**src/rtl/decode_stage_if.sv**
```systemverilog
// decode_stage_if: IF/ID inputs, writeback and hazard inputs, and ID/EX outputs of the decode stage
interface decode_stage_if;
    logic [31:0] instr;
    logic [31:0] pcIn;
    logic        wbRegWrite;
    logic [4:0]  wbWriteReg;
    logic [31:0] wbWriteData;
    logic        exMemRead;
    logic [4:0]  exRt;
    logic        flush;
    logic [31:0] pc;
    logic [31:0] reg1;
    logic [31:0] reg2;
    logic [31:0] offset;
    logic [4:0]  rt;
    logic [4:0]  rd;
    logic        RegDest;
    logic [1:0]  ALUOp;
    logic        ALUSrc;
    logic        Branch;
    logic        MemRead;
    logic        MemWrite;
    logic        RegWrite;
    logic        MemtoReg;
    logic        pcWrite;
    logic        ifidWrite;
    logic        stall;

    modport master (
        output instr, pcIn, wbRegWrite, wbWriteReg, wbWriteData, exMemRead, exRt, flush,
        input  pc, reg1, reg2, offset, rt, rd,
        input  RegDest, ALUOp, ALUSrc, Branch, MemRead, MemWrite, RegWrite, MemtoReg,
        input  pcWrite, ifidWrite, stall
    );

    modport slave (
        input  instr, pcIn, wbRegWrite, wbWriteReg, wbWriteData, exMemRead, exRt, flush,
        output pc, reg1, reg2, offset, rt, rd,
        output RegDest, ALUOp, ALUSrc, Branch, MemRead, MemWrite, RegWrite, MemtoReg,
        output pcWrite, ifidWrite, stall
    );
endinterface

```
**src/rtl/decode_stage.sv**
```systemverilog
// decode_stage: register file, main decoder and load-use hazard detection for the ID stage
module decode_stage (
    input logic           clock,
    input logic           reset,
    decode_stage_if.slave bus
);
    logic [31:0] regs_q [32];
    logic [31:0] regs_d [32];
    logic [4:0]  rs_idx;
    logic [4:0]  rt_idx;
    logic        wb_en;
    logic        hazard;
    logic [8:0]  ctrl_raw;
    logic [8:0]  ctrl_out;

    assign rs_idx = bus.instr[25:21];
    assign rt_idx = bus.instr[20:16];
    assign wb_en  = bus.wbRegWrite && (bus.wbWriteReg != 5'd0);

    // next register file contents: apply the writeback, R0 is never targeted
    always_comb begin
        regs_d = regs_q;
        if (wb_en) regs_d[bus.wbWriteReg] = bus.wbWriteData;
    end

    // register file state; reset clears every entry and drops a coincident write
    always_ff @(posedge clock) begin
        if (reset) regs_q <= '{default: '0};
        else       regs_q <= regs_d;
    end

    // write-first reads so a writeback is visible to the instruction decoding now
    always_comb begin
        bus.reg1 = (wb_en && bus.wbWriteReg == rs_idx) ? bus.wbWriteData : regs_q[rs_idx];
        bus.reg2 = (wb_en && bus.wbWriteReg == rt_idx) ? bus.wbWriteData : regs_q[rt_idx];
    end

    // main decoder: {RegDest, ALUOp, ALUSrc, Branch, MemRead, MemWrite, RegWrite, MemtoReg}
    always_comb begin
        ctrl_raw = 9'b0;
        case (bus.instr[31:26])
            6'h00:   ctrl_raw = 9'b1_10_0_0_0_0_1_0;
            6'h23:   ctrl_raw = 9'b0_00_1_0_1_0_1_1;
            6'h2B:   ctrl_raw = 9'b0_00_1_0_0_1_0_0;
            6'h04:   ctrl_raw = 9'b0_01_0_1_0_0_0_0;
            6'h08:   ctrl_raw = 9'b0_00_1_0_0_0_1_0;
            default: ctrl_raw = 9'b0;
        endcase
    end

    // load-use hazard against the load in ID/EX; stall is forced low during reset
    always_comb begin
        hazard   = !reset && bus.exMemRead && (bus.exRt != 5'd0) &&
                   (bus.exRt == rs_idx || bus.exRt == rt_idx);
        ctrl_out = (hazard || bus.flush || reset) ? 9'b0 : ctrl_raw;
    end

    assign {bus.RegDest, bus.ALUOp, bus.ALUSrc, bus.Branch,
            bus.MemRead, bus.MemWrite, bus.RegWrite, bus.MemtoReg} = ctrl_out;

    assign bus.stall     = hazard;
    assign bus.pcWrite   = !hazard;
    assign bus.ifidWrite = !hazard;
    assign bus.pc        = bus.pcIn;
    assign bus.rt        = rt_idx;
    assign bus.rd        = bus.instr[15:11];
    assign bus.offset    = {{16{bus.instr[15]}}, bus.instr[15:0]};
endmodule

```
**src/flat_wrapper.sv**
```systemverilog
// flat-port wrapper written by rule: the top's interface ports become plain ports
module decode_stage_flat 
  (clock, reset, bus_instr, bus_pcIn, bus_wbRegWrite, bus_wbWriteReg, bus_wbWriteData, bus_exMemRead, bus_exRt, bus_flush, bus_pc, bus_reg1, bus_reg2, bus_offset, bus_rt, bus_rd, bus_RegDest, bus_ALUOp, bus_ALUSrc, bus_Branch, bus_MemRead, bus_MemWrite, bus_RegWrite, bus_MemtoReg, bus_pcWrite, bus_ifidWrite, bus_stall);
  decode_stage_if bus_i ();
  input logic clock;
  input logic reset;
  input wire logic [$bits(bus_i.instr)-1:0] bus_instr;
  input wire logic [$bits(bus_i.pcIn)-1:0] bus_pcIn;
  input wire logic [$bits(bus_i.wbRegWrite)-1:0] bus_wbRegWrite;
  input wire logic [$bits(bus_i.wbWriteReg)-1:0] bus_wbWriteReg;
  input wire logic [$bits(bus_i.wbWriteData)-1:0] bus_wbWriteData;
  input wire logic [$bits(bus_i.exMemRead)-1:0] bus_exMemRead;
  input wire logic [$bits(bus_i.exRt)-1:0] bus_exRt;
  input wire logic [$bits(bus_i.flush)-1:0] bus_flush;
  output wire logic [$bits(bus_i.pc)-1:0] bus_pc;
  output wire logic [$bits(bus_i.reg1)-1:0] bus_reg1;
  output wire logic [$bits(bus_i.reg2)-1:0] bus_reg2;
  output wire logic [$bits(bus_i.offset)-1:0] bus_offset;
  output wire logic [$bits(bus_i.rt)-1:0] bus_rt;
  output wire logic [$bits(bus_i.rd)-1:0] bus_rd;
  output wire logic [$bits(bus_i.RegDest)-1:0] bus_RegDest;
  output wire logic [$bits(bus_i.ALUOp)-1:0] bus_ALUOp;
  output wire logic [$bits(bus_i.ALUSrc)-1:0] bus_ALUSrc;
  output wire logic [$bits(bus_i.Branch)-1:0] bus_Branch;
  output wire logic [$bits(bus_i.MemRead)-1:0] bus_MemRead;
  output wire logic [$bits(bus_i.MemWrite)-1:0] bus_MemWrite;
  output wire logic [$bits(bus_i.RegWrite)-1:0] bus_RegWrite;
  output wire logic [$bits(bus_i.MemtoReg)-1:0] bus_MemtoReg;
  output wire logic [$bits(bus_i.pcWrite)-1:0] bus_pcWrite;
  output wire logic [$bits(bus_i.ifidWrite)-1:0] bus_ifidWrite;
  output wire logic [$bits(bus_i.stall)-1:0] bus_stall;
  assign bus_i.instr = bus_instr;
  assign bus_i.pcIn = bus_pcIn;
  assign bus_i.wbRegWrite = bus_wbRegWrite;
  assign bus_i.wbWriteReg = bus_wbWriteReg;
  assign bus_i.wbWriteData = bus_wbWriteData;
  assign bus_i.exMemRead = bus_exMemRead;
  assign bus_i.exRt = bus_exRt;
  assign bus_i.flush = bus_flush;
  assign bus_pc = bus_i.pc;
  assign bus_reg1 = bus_i.reg1;
  assign bus_reg2 = bus_i.reg2;
  assign bus_offset = bus_i.offset;
  assign bus_rt = bus_i.rt;
  assign bus_rd = bus_i.rd;
  assign bus_RegDest = bus_i.RegDest;
  assign bus_ALUOp = bus_i.ALUOp;
  assign bus_ALUSrc = bus_i.ALUSrc;
  assign bus_Branch = bus_i.Branch;
  assign bus_MemRead = bus_i.MemRead;
  assign bus_MemWrite = bus_i.MemWrite;
  assign bus_RegWrite = bus_i.RegWrite;
  assign bus_MemtoReg = bus_i.MemtoReg;
  assign bus_pcWrite = bus_i.pcWrite;
  assign bus_ifidWrite = bus_i.ifidWrite;
  assign bus_stall = bus_i.stall;
  decode_stage u_core (.clock(clock), .reset(reset), .bus(bus_i));
endmodule
```
**config.mk**
```make
export PLATFORM = sky130hd
export DESIGN_NAME = decode_stage_flat
export DESIGN_NICKNAME = d
export VERILOG_FILES = /design/src/rtl/decode_stage_if.sv /design/src/rtl/decode_stage.sv /design/src/flat_wrapper.sv
export SDC_FILE = /design/constraint.sdc
export NUM_CORES = 2
export LEC_CHECK = 0
export ABC_AREA = 1
export CORE_MARGIN = 2
export CORE_UTILIZATION = 33
export CTS_CLUSTER_SIZE = 40
export DETAILED_ROUTE_END_ITERATION = 12
export SETUP_SLACK_MARGIN = 0.4
export SYNTH_ARGS = -nofsm -noshare
export SYNTH_HDL_FRONTEND = slang
export SYNTH_SLANG_ARGS = --single-unit
```
**constraint.sdc**
```tcl
create_clock -name clock -period 1.6 [get_ports clock]
set_input_delay 0.16 -clock clock [delete_from_list [all_inputs] [get_ports clock]]
set_output_delay 0.16 -clock clock [all_outputs]
set_load 0.1 [all_outputs]
```
**Yosys cells after proc, flatten, opt, wreduce, memory -nomap -nowiden**

Index checks and enable logic that the tools add are counted.
W data, S select, Z words.

- Add/subtract/negate cells: 0
- Reductions and logical operators: 15
- Multiplexer cells: 13
- Bitwise logic cells: 3
- Multiply operators: 0
- $lt $le $gt $ge: 4
- Eq/ne operators: 8
- Shift operators: 0
- Div/mod/pow operators: 0

Operator list:

| kind | number |
|---|---|
| $bwmux W1024 | 1 |
| $bmux W32 S5 | 2 |
| $mux W32 | 7 |
| $demux W32 S5 | 1 |
| $pmux W9 S5 | 1 |
| $eq A5 B5 Y1 | 4 |
| $ge A6 B6 Y1 const B | 3 |
| $not A5 Y6 | 3 |
| $eq A6 B6 Y1 const B | 2 |
| $reduce_bool A5 Y1 | 2 |
| $mux W9 | 1 |
| $logic_and A1 B1 Y1 | 7 |
| $eq A6 B3 Y1 const B | 1 |
| $eq A6 B4 Y1 const B | 1 |
| $logic_not A6 Y1 | 1 |
| $lt A6 B1 Y1 const B | 1 |
| $logic_or A1 B1 Y1 | 3 |
| $logic_not A1 Y1 | 2 |

- Bits in latches: 0
- Memory bits (writable): 0
- Flip-flop bits (word level): 1,024
- Memory bits (read-only): 0
- Memories: 0
- Input bits: 111
- Output and inout port bits: 150
- Word-level logic and storage cells: 75

**Longest topological paths before layout**

- Depth in word-level cells: 7
- Mapped depth: 12
- Mapped depth without buffers: 9

**Worst setup path after synthesis**

OpenSTA, ideal clock, no wires.

- Kind: input-to-output
- Start: input port bus_instr[21]
- End: output port bus_ALUOp[0]
- Path buffers: 4
- Slack: -2,340 ps
- Required time: 1,440 ps
- Stages on the path: 11
- Arrival time: 3,780 ps
- Cell sequence: clkbuf_1 -> buf_2 -> buf_2 -> xor2_1 -> nor3_1 -> nand3_1 -> nand2_1 -> nand2_1 -> nand2_1 -> nor2_1 -> buf_4

- Cells in the longest elaborated chain, start to end: 6

Ends and longest elaborated chain:

| what | RTL line | source |
|---|---|---|
| from (decl) | flat_wrapper.sv:7 | `input wire logic [$bits(bus_i.instr)-1:0] bus_instr;` |
| $eq A5 B5 Y1 | decode_stage.sv:54 | `(bus.exRt == rs_idx \|\| bus.exRt == rt_idx);` |
| $logic_or A1 B1 Y1 | decode_stage.sv:54 |  |
| $logic_and A1 B1 Y1 | decode_stage.sv:53 | `hazard = !reset && bus.exMemRead && (bus.exRt != 5'd0) &&` |
| $logic_or A1 B1 Y1 (2 in series) | decode_stage.sv:55 | `ctrl_out = (hazard \|\| bus.flush \|\| reset) ? 9'b0 : ctrl_raw;` |
| $mux W9 | decode_stage.sv:55 |  |
| to (decl) | flat_wrapper.sv:22 | `output wire logic [$bits(bus_i.ALUOp)-1:0] bus_ALUOp;` |

No other way between the ends.

**Worst setup path after layout**

- Start: register u_core.regs_q[171] (netlist name)
- End: output port bus_reg1[11]

- Cells in the longest elaborated chain, start to end: 4

Ends and longest elaborated chain:

| what | RTL line | source |
|---|---|---|
| from (decl) | decode_stage.sv:7 | `logic [31:0] regs_q [32];` |
| from (signal assigned) | decode_stage.sv:29 | `else regs_q <= regs_d;` |
| $bmux W32 S5 | decode_stage.sv:34 | `bus.reg1 = (wb_en && bus.wbWriteReg == rs_idx) ? bus.wbWriteData : regs_q[rs_idx];` |
| $mux W32 (not written as such) (2 in series) | decode_stage.sv:34 |  |
| $mux W32 | decode_stage.sv:34 |  |
| to (decl) | flat_wrapper.sv:16 | `output wire logic [$bits(bus_i.reg1)-1:0] bus_reg1;` |

No other way between the ends. The select of a mux whose other input is x is not followed.

==> flow_metrics.env <==
export IMPL_status="complete, but fails checks"
export IMPL_violations="negative setup slack"
export IMPL_hold_viol_final=0
export IMPL_fmax_mhz=432
export IMPL_p_leak_nw=31.5
export IMPL_port_buffers=143
export IMPL_regMostFlops="u_core.regs_q"
export IMPL_post_drt_wl_per_cell_um=23.4
export IMPL_min_period_over_period=1.45
export IMPL_setup_slack_ps=-713
export IMPL_hold_path_cell_count=5
export IMPL_clockPowerShare=0.425
export IMPL_gp_congestion=0.935
export IMPL_multiInputGateArea_um2=37000
export IMPL_die_w_um=419
export IMPL_largest_reg_flops=1024
export IMPL_pwr_share_seq=0.381
export IMPL_tightest_slew_ps=678
export IMPL_ys_ff_latch=1024
export IMPL_syn_inst=9591
export IMPL_max_slew_margin=0.548
export IMPL_rsz0062_at_grt="yes"
export IMPL_vias=69000
export IMPL_wl_met2_um=123000
export IMPL_fin_nets=9920
export IMPL_synth_area_um2=56900
export IMPL_yosys_warnings=0
export IMPL_final_setup_viol_count=76
export IMPL_dp_hpwl_um=180000
export IMPL_final_fill_count=16900
export IMPL_cp_start_kind="flip-flop"
export IMPL_yosysSeqAreaShare=0.360
export IMPL_switchingPower_mw=20.7
export IMPL_period_needed_ps=2310
export IMPL_via_per_inst=5.65
export IMPL_cts_buffer_depth=3
export IMPL_clockRootBuffer="clkbuf_16"
export IMPL_pwr_share_comb=0.194
export IMPL_cts_tree="yes"
export IMPL_peakVddDrop_mv=1.11
export IMPL_power_density_nw_per_um2=866
export IMPL_p_int_mw=47.8
export IMPL_grt_overflow=0
export IMPL_syn2layout_area_growth_pct=39.0
export IMPL_post_route_util=0.461
export IMPL_critPathMaxFanout=2
export IMPL_pin_count=261
export IMPL_grt_pass1_wl_um=414000
export IMPL_preCtsSetupSlack_ps=-828
export IMPL_slew_violations=0
export IMPL_fp_dieH_um=419
export IMPL_core_area_um2=171000
export IMPL_finalWirelength_um=286000
export IMPL_grt_antenna_before_repair=9
export IMPL_fin_tns_setup_ps=-40540
export IMPL_seq_area_um2=21300
export IMPL_grt_usage=0.312
export IMPL_drv_cap=0
export IMPL_dieArea_um2=176000
export IMPL_power_switching_share=0.302
export IMPL_drive_gt1_frac=0.280
export IMPL_grt_max_degree=139
export IMPL_wl_met3_um=32600
export IMPL_clock_sinks=1024
export IMPL_dr_pass1_iters=7
export IMPL_skew_ps=0
export IMPL_wirelength_met1_um=107000
export IMPL_hp_class="input port to flip-flop"
export IMPL_antenna_left=0
export IMPL_top_regs="u_core.regs_q x1024"
export IMPL_post_route_drc_count=0
export IMPL_path_class="flip-flop to output port"
export IMPL_syn_avg_cell_area_um2=5.93
export IMPL_htreeDepth=3
export IMPL_first_iter_violations=10300
export IMPL_rows=152
export IMPL_r2r_cells=4
export IMPL_routed_top_layer="met5"
export IMPL_end_kind="output port"
export IMPL_clk_latency_ps=760
export IMPL_syn_nets=9702
export IMPL_crit_required_ps=1440
export IMPL_ys_types=22
export IMPL_placedCellCount=11900
export IMPL_cts_buffers=116
export IMPL_fin_cells=12200
export IMPL_path_clk_slew_ps=60
export IMPL_grt_pass1_vias=63900
export IMPL_hold_slack_ps=117
export IMPL_start_util=0.332
export IMPL_arrival_ps=2150
-- metal layers --
| layer | global-route usage | vias up |
|---|---|---|
| li1 | - | 31300 |
| met4 | 0.223 | 2 |
| met2 | 0.477 | 4527 |
| met5 | 0 | - |
| met3 | 0.0617 | 1136 |
| met1 | 0.391 | 32100 |
-- cells in the mapped netlist, drive strengths merged --
library cell     n  area [um2]
dfxtp         1024       20500
nor2          1928        7240
nor3             9        77.6
nand3         1782        8920
inv            128         480
xnor2            2        17.5
clkbuf         576        2160
o211ai           2        15.0
o21ai          960        4800
buf            356        1930
a21oi           62         310
nand4            6        37.5
or2              1        6.26
nand2         2748       10300
xor2             7        61.3
-- final timing paths --
check	end	from	slack, ps
worst max-delay path	bus_reg1[11]	u_core.regs_q[171]	-710
worst min-delay path	u_core.regs_q[124]	reset	120
worst max register to register	u_core.regs_q[790]	u_core.regs_q[790]	790
worst min register to register	u_core.regs_q[1008]	u_core.regs_q[1008]	430
-- area by class of cell --
| cell class | instances | area share |
|---|---|---|
| antenna | 2 | 0.0000633 |
| clock buffer | 176 | 0.0448 |
| clock inverter | 37 | 0.00690 |
| inverter | 128 | 0.00771 |
| multi-input combinational | 7507 | 0.468 |
| sequential | 1024 | 0.270 |
| tap | 2310 | 0.0366 |
| timing repair buffer | 1032 | 0.166 |
-- power groups by stage --
stage / Sequential [mW] / Clock (mW) / Combinational (mW)
final: 26.1 / 29.1 / 13.3
after global routing: 26.1 / 30.2 / 13.9
after CTS: 26.1 / 29.2 / 12.7
after detailed placement: 26.6 / 0 / 12.0
after global placement: 26.6 / 0 / 12.0
after floorplan: 26.5 / 0 / 7.67
-- layout by cell type, fill, tap and decap left out, types with 21 or more instances in the layout --
| cell | instances |
|---|---|
| clkdlybuf4s50_1 | 41 |
| inv_2 | 34 |
| nor2_1 | 1912 |
| nand3_1 | 1336 |
| clkinv_2 | 21 |
| buf_6 | 81 |
| nand2_2 | 327 |
| nand2_4 | 32 |
| clkbuf_1 | 23 |
| nand3_4 | 109 |
| buf_12 | 366 |
| buf_4 | 507 |
| clkbuf_16 | 123 |
| o21ai_0 | 926 |
| inv_1 | 67 |
| a21oi_1 | 61 |
| clkbuf_8 | 33 |
| o21ai_1 | 34 |
| nand2_8 | 58 |
| dfxtp_1 | 370 |
| dfxtp_2 | 648 |
| nand2_1 | 2331 |
| nand3_2 | 337 |
-- logic make-up after synthesis --
logic type | count (synthesis) | share of synthesized area
buffers and inverters | 1060 | 0.0804
and+or+nand+nor | 6474 | 0.468
AOI/OAI and AO/OA | 1024 | 0.0902
DFF | 1024 | 0.360
xor gates and xnor gates | 9 | 0.00139
-- worst max-delay path, cell delays in order, from the launching register on --
cell and delay [ps]:
dfxtp_2 320, nand2_1 50, nand3_1 80, nand3_1 110, nand2_1 110, nand2_1 70
buf_6 130, nand3_4 50, buf_6 120, nand3_4 90, nand2_8 90, buf_12 160
-- through the flow --
| stage | cell area (um2) | total power [mW] |
|---|---|---|
| floorplan | 59400 | 34.2 |
| global placement | 69500 | 38.6 |
| detailed placement | 69500 | 38.6 |
| CTS | 76700 | 67.9 |
| global route | 79100 | 70.1 |
| finish | 79100 | 68.5 |
-- repair_timing --
item / 4_1_cts / 5_1_grt
resized for setup: 880 / 743
pin swaps: 277 / 298
hold endpoints to repair: 59 / 0
buffers inserted: 21 / 18
endpoints found under the setup margin: 1068 / 619
hold buffers: 2 / 0
gates cloned: 9 / 3
(Power assumes the default switching activity.)
